$ cat src/rtl/pmp_csr_file.sv
// PMP CSR file: pmpcfg0-3 and pmpaddr0-15 behind a request/response CSR port.
// NA4 address matching is accepted only when PMP_NA4_EN is defined.
module pmp_csr_file (
    input  logic        clk,
    input  logic        rst,
    input  logic        csr_req_valid,
    output logic        csr_req_ready,
    input  logic [1:0]  csr_op,
    input  logic [11:0] csr_addr,
    input  logic [31:0] csr_wdata,
    input  logic [1:0]  priv_mode,
    output logic        csr_rsp_valid,
    input  logic        csr_rsp_ready,
    output logic [31:0] csr_rdata,
    output logic        csr_rsp_err,
    output logic [31:0] pmpcfg0_data,
    output logic [31:0] pmpcfg1_data,
    output logic [31:0] pmpcfg2_data,
    output logic [31:0] pmpcfg3_data,
    output logic [31:0] pmpaddr0_data,
    output logic [31:0] pmpaddr1_data,
    output logic [31:0] pmpaddr2_data,
    output logic [31:0] pmpaddr3_data,
    output logic [31:0] pmpaddr4_data,
    output logic [31:0] pmpaddr5_data,
    output logic [31:0] pmpaddr6_data,
    output logic [31:0] pmpaddr7_data,
    output logic [31:0] pmpaddr8_data,
    output logic [31:0] pmpaddr9_data,
    output logic [31:0] pmpaddr10_data,
    output logic [31:0] pmpaddr11_data,
    output logic [31:0] pmpaddr12_data,
    output logic [31:0] pmpaddr13_data,
    output logic [31:0] pmpaddr14_data,
    output logic [31:0] pmpaddr15_data
);

    localparam int unsigned XLEN    = 32;
    localparam int unsigned ENTRIES = 16;

    localparam logic [1:0] OP_READ  = 2'b00;
    localparam logic [1:0] OP_WRITE = 2'b01;
    localparam logic [1:0] OP_SET   = 2'b10;
    localparam logic [1:0] OP_CLEAR = 2'b11;

    localparam logic [1:0] PRIV_M   = 2'b00;
    localparam logic [1:0] A_TOR    = 2'b01;
    localparam logic [1:0] A_NA4    = 2'b10;

    typedef enum logic [1:0] {
        IDLE = 2'b00,
        EXEC = 2'b01,
        RESP = 2'b10
    } state_t;

    state_t state_q, state_d;

    logic [1:0]      op_q;
    logic [11:0]     addr_q;
    logic [XLEN-1:0] wdata_q;
    logic [1:0]      priv_q;

    // One byte per PMP entry; pmpcfgK holds entries 4K..4K+3, low entry in the low byte
    logic [ENTRIES-1:0][7:0]    cfg_q;
    logic [ENTRIES-1:0][XLEN-1:0] addr_reg_q;

    logic            req_ready_q;
    logic            rsp_valid_q;
    logic [XLEN-1:0] rdata_q;
    logic            err_q;

    logic            cfg_hit;
    logic            addr_hit;
    logic            illegal;
    logic            is_write;
    logic [1:0]      cfg_idx;
    logic [3:0]      entry_idx;
    logic [3:0]      next_idx;
    logic [XLEN-1:0] old_val;
    logic [XLEN-1:0] op_val;
    logic [XLEN-1:0] cfg_new;
    logic            addr_locked;

    // Next-state logic
    always_comb begin
        state_d = state_q;
        case (state_q)
            IDLE: if (csr_req_valid) state_d = EXEC;
            EXEC: state_d = RESP;
            RESP: if (csr_rsp_ready) state_d = IDLE;
            default: state_d = IDLE;
        endcase
    end

    always_ff @(posedge clk or posedge rst) begin
        if (rst) begin
            state_q     <= IDLE;
            req_ready_q <= 1'b1;
            rsp_valid_q <= 1'b0;
        end else begin
            state_q     <= state_d;
            req_ready_q <= (state_d == IDLE);
            rsp_valid_q <= (state_d == RESP);
        end
    end

    // Request capture in IDLE
    always_ff @(posedge clk or posedge rst) begin
        if (rst) begin
            op_q    <= OP_READ;
            addr_q  <= 12'h000;
            wdata_q <= '0;
            priv_q  <= PRIV_M;
        end else if (state_q == IDLE && csr_req_valid) begin
            op_q    <= csr_op;
            addr_q  <= csr_addr;
            wdata_q <= csr_wdata;
            priv_q  <= priv_mode;
        end
    end

    // Address decode and access legality
    always_comb begin
        cfg_hit   = (addr_q[11:2] == 10'h0E8);
        addr_hit  = (addr_q[11:4] == 8'h3B);
        illegal   = !(cfg_hit || addr_hit) || (priv_q != PRIV_M);
        is_write  = (op_q != OP_READ);
        cfg_idx   = addr_q[1:0];
        entry_idx = addr_q[3:0];
        next_idx  = 4'(entry_idx + 4'd1);
        old_val   = '0;
        if (cfg_hit)
            old_val = cfg_q[{cfg_idx, 2'b00} +: 4];
        else if (addr_hit)
            old_val = addr_reg_q[entry_idx];
    end

    always_comb begin
        op_val = old_val;
        case (op_q)
            OP_WRITE: op_val = wdata_q;
            OP_SET:   op_val = old_val | wdata_q;
            OP_CLEAR: op_val = old_val & ~wdata_q;
            default:  op_val = old_val;
        endcase
    end

    // Per-byte WARL filtering of a pmpcfg update
    always_comb begin
        logic [7:0] ob;
        logic [7:0] nb;
        logic       keep;
        cfg_new = old_val;
        for (int b = 0; b < 4; b++) begin
            ob = old_val[8*b +: 8];
            nb = op_val[8*b +: 8];
            nb[6:5] = 2'b00;
            keep = ob[7] || (!nb[0] && nb[1]);
`ifndef PMP_NA4_EN
            keep = keep || (nb[4:3] == A_NA4);
`endif
            cfg_new[8*b +: 8] = keep ? ob : nb;
        end
    end

    // A locked entry, or a locked TOR entry above it, freezes pmpaddrN
    always_comb begin
        addr_locked = cfg_q[entry_idx][7];
        if (entry_idx != 4'd15 && cfg_q[next_idx][7] && cfg_q[next_idx][4:3] == A_TOR)
            addr_locked = 1'b1;
    end

    always_ff @(posedge clk or posedge rst) begin
        if (rst) begin
            cfg_q      <= '0;
            addr_reg_q <= '0;
            rdata_q    <= '0;
            err_q      <= 1'b0;
        end else if (state_q == EXEC) begin
            rdata_q <= illegal ? '0 : old_val;
            err_q   <= illegal;
            if (!illegal && is_write) begin
                if (cfg_hit)
                    cfg_q[{cfg_idx, 2'b00} +: 4] <= cfg_new;
                else if (addr_hit && !addr_locked)
                    addr_reg_q[entry_idx] <= op_val;
            end
        end
    end

    assign csr_req_ready  = req_ready_q;
    assign csr_rsp_valid  = rsp_valid_q;
    assign csr_rdata      = rdata_q;
    assign csr_rsp_err    = err_q;

    assign pmpcfg0_data   = cfg_q[3:0];
    assign pmpcfg1_data   = cfg_q[7:4];
    assign pmpcfg2_data   = cfg_q[11:8];
    assign pmpcfg3_data   = cfg_q[15:12];

    assign pmpaddr0_data  = addr_reg_q[0];
    assign pmpaddr1_data  = addr_reg_q[1];
    assign pmpaddr2_data  = addr_reg_q[2];
    assign pmpaddr3_data  = addr_reg_q[3];
    assign pmpaddr4_data  = addr_reg_q[4];
    assign pmpaddr5_data  = addr_reg_q[5];
    assign pmpaddr6_data  = addr_reg_q[6];
    assign pmpaddr7_data  = addr_reg_q[7];
    assign pmpaddr8_data  = addr_reg_q[8];
    assign pmpaddr9_data  = addr_reg_q[9];
    assign pmpaddr10_data = addr_reg_q[10];
    assign pmpaddr11_data = addr_reg_q[11];
    assign pmpaddr12_data = addr_reg_q[12];
    assign pmpaddr13_data = addr_reg_q[13];
    assign pmpaddr14_data = addr_reg_q[14];
    assign pmpaddr15_data = addr_reg_q[15];

endmodule

$ cat config.mk
export PLATFORM = sky130hd
export DESIGN_NAME = pmp_csr_file
export DESIGN_NICKNAME = d
export VERILOG_FILES = /design/src/rtl/pmp_csr_file.sv
export SDC_FILE = /design/constraint.sdc
export NUM_CORES = 2
export LEC_CHECK = 0
export ABC_CLOCK_PERIOD_IN_PS = 46400
export BUFFER_PORTS_ARGS = -buffer_cell sky130_fd_sc_hd__clkbuf_2
export CAP_MARGIN = 20
export CORE_AREA = 2 2 279 281
export DETAILED_ROUTE_END_ITERATION = 8
export DIE_AREA = 0 0 281 283
export PLACE_DENSITY = 0.69
export SLEW_MARGIN = 20
export SYNTH_ARGS = -nofsm -noshare
export SYNTH_HDL_FRONTEND = slang
export SYNTH_SLANG_ARGS = --single-unit
$ cat constraint.sdc
create_clock -name clk -period 46.4 [get_ports clk]
set_input_delay 9.28 -clock clk [delete_from_list [all_inputs] [get_ports clk]]
set_output_delay 9.28 -clock clk [all_outputs]
set_load 0.005 [all_outputs]
==> reports/summary.txt <==
Final Wtd Congestion: 0.955
Period utilization: 0.281
CTS Root Cell: clkbuf_16
Starting Density: 0.440
Max Cap Violations: 0
Initial antenna violation count: 17
CP endpoint kind: async pin
Total grt overflow: 0
Crit path DAT: 13.66 ns
Post-CTS Setup Bufs: 0
Post-synth EDFFs: 0
Largest net degree at the start of global routing: 181
CP required: 47.02 ns
TritonCTS Buffers: 81
Top cells by area, synth: dfrtp_1 54%, mux2_2 12%, mux4_2 11%
Hold Path Depth: 2
Most frequent cells in the layout: 727 x clkbuf_2, 720 x dfrtp_1, 367 x mux2_2, 306 x nand2_1, 293 x nor2_1
Layout cells sized above 1: 0.428
Sequential fraction of the synthesis area: 0.538
Maximum buffer depth of the clock tree: 3
Final hold viol count: 0
Crit-path cells: clkbuf_2 > inv_8 > buf_4 > buf_12 > buf_4 > buf_4
Final Skew: 0.0392 ns
Core area: 76700 um^2
Peak VDD IR: 0.0484 mV
Boundary pin count: 727
Count of final setup violators: 0
Post-route DRC: 0
CP most frequent cell: buf_4
DR pass1 iterations: 6
Nets: 3468
Wire per inst: 31.9 um
CTS tree: yes
Mapped Cells: 2761
Die Wd: 281 um
First-pass GRT wire length: 203000 um
Crit-path slowest cell: buf_4
DRT iter0 DRCs: 3236
Vias: 27.8k
Worst relative slew slack: 0.212
Hold crit path type: reg -> reg
Critical Path Fanout Max: 180
Ys async rst share: 1.00
Most common cell after layout, fill and taps aside: clkbuf_2
PortBufs: 726
Syn. warnings: 0
Tot GR Track Use: 0.359
Yosys top cell area share: 0.537
Worst hold slack: 0.485 ns
Slew Limit Fails: 0
H-tree Lvls: 3
Clock latency on the worst-skew pair: 0.65 ns
Hold_buf cts: 0
Worst setup SP type: primary input
Peak Freq: 76.7 MHz
Register area: 18200 um^2
Post-Syn Area per Cell: 12.2 um^2
Die area: 79500 um^2
Routed Antenna Nets: 0
Seq cells post-synth: 725
Chip Height: 283 um
Fill cell count: 6713
Via density: 6.14
# rows: 102
Most used DFF post-synth: dfrtp_1
Cell Area, Synth: 33700 um^2
Power Dens Cells: 47.3 nW/um^2
Power Total: 1.94 mW
Post-Synthesis Net Count: 2818
Yosys cell types: 71
# clock sinks: 725
Post-CTS sizing: 0
Crit Path Class: in -> async
Reg2reg path depth: 11
Setup repair after global routing missed its margin: false
Post-DP HPWL: 104000 um
Min cycle time layout: 13.04 ns
Leakage power: 20.4 nW
Reg clk slew, reported paths: 0.06 ns
WL final: 144000 um
Crit path largest cell delay: 0.92 ns
Setup tns final: 0 ns
Area of the multi-input gates: 14600 um^2
Cell taking the most area after synthesis: dfrtp_1
Status: finished clean
P&R area growth vs syn: 21.6%
Slew at the pin with the worst max-slew slack: 1.18 ns
Vias in the first global route: 26.7k
==> report_power, final <==
group / internal, mW / switching (mW) / leakage, nW
logic: 0.158 / 0.386 / 9.04
clock network: 0.409 / 0.278 / 1.38
registers: 0.657 / 0.0519 / 10.0
total: 1.22 / 0.716 / 20.4
==> metal layers <==
layer  GRT usage  share of wire  vias up
li1            -              -    11300
met1       0.465           0.38    14400
met2       0.556           0.46     1757
met3       0.109           0.11      343
met4       0.159          0.051        8
met5           0        0.00036        -
==> kinds of logic (layout without fill, tap and decap cells) <==
family / count (synthesis) / count (layout) / share of synthesized area
flip-flops: 725 / 725 / 0.538
XOR/XNOR: 5 / 5 / 0.00130
adder cells (fa/ha/maj): 5 / 5 / 0.00185
other: 0 / 13 / 0
buffers and inverters: 230 / 941 / 0.0328
AND/OR/NAND/NOR: 756 / 756 / 0.0956
AO/OA/AOI/OAI: 482 / 482 / 0.0898
multiplexers: 558 / 558 / 0.241
==> critical path: cells and delay by family <==
family | cells | cell delay (ns)
buffers and inverters | 6 | 3.92
==> cell type report <==
type / count / area share
Timing Repair Buffer: 782 / 0.0999
Antenna cell: 13 / 0.000793
Inverter: 15 / 0.00156
Sequential cell: 725 / 0.443
Clock buffer: 114 / 0.0571
Multi-Input combinational cell: 1806 / 0.355
Clock inverter: 30 / 0.0114
Tap cell: 1040 / 0.0317
==> cell usage after synthesis (3+ instances only) <==
cell type / instances
o22ai_1: 10
mux2_2: 367
mux2i_1: 25
nor2b_1: 10
nor4_1: 3
a31oi_1: 14
o21ai_0: 256
o211ai_1: 6
nand4_1: 9
o21ai_1: 10
mux4_2: 166
a22oi_1: 25
buf_4: 10
nand3b_1: 11
and3_1: 5
clkbuf_1: 99
a22o_1: 75
a21oi_1: 32
a21o_1: 8
buf_1: 14
nand2_1: 322
o21a_1: 6
inv_1: 15
nand3_1: 19
and4_1: 6
buf_6: 13
ha_1: 5
nand2b_1: 15
xnor2_1: 5
dfrtp_1: 724
a32o_1: 5
nor2_1: 294
and2_1: 12
a221oi_1: 4
nand4b_1: 8
nor3b_1: 8
nor3_1: 18
a211oi_1: 3
or3_1: 6
buf_2: 78
==> stage by stage <==
stage / instances / instance area, um^2 / utilization / setup WS [ns]
floorplan: 2761 / 33700 / - / 16.78
global placement: 4366 / 38100 / 0.497 / 32.60
detailed placement: 4366 / 38100 / 0.497 / 32.63
CTS: 4510 / 41000 / 0.534 / 33.30
global route: 4521 / 41000 / 0.535 / 32.77
finish: 4525 / 41000 / 0.535 / 33.36
==> path summary, 6_finish.rpt <==
| kind | to | slack (ns) | start |
|---|---|---|---|
| min in group asynchronous | pmpcfg1_data[26] | 8.79 | rst |
| max | pmpaddr1_data[9] | 33.36 | rst |
| min reg2reg | csr_rdata[22] | 0.48 | csr_rdata[22] |
| max in group clk | pmpcfg1_data[23] | 35.74 | pmpcfg1_data[23] |
| max reg2reg | pmpcfg1_data[17] | 40.88 | addr_q[0] |
| min | csr_rdata[22] | 0.48 | csr_rdata[22] |
No activity file was read; power rests on OpenSTA's default activity.
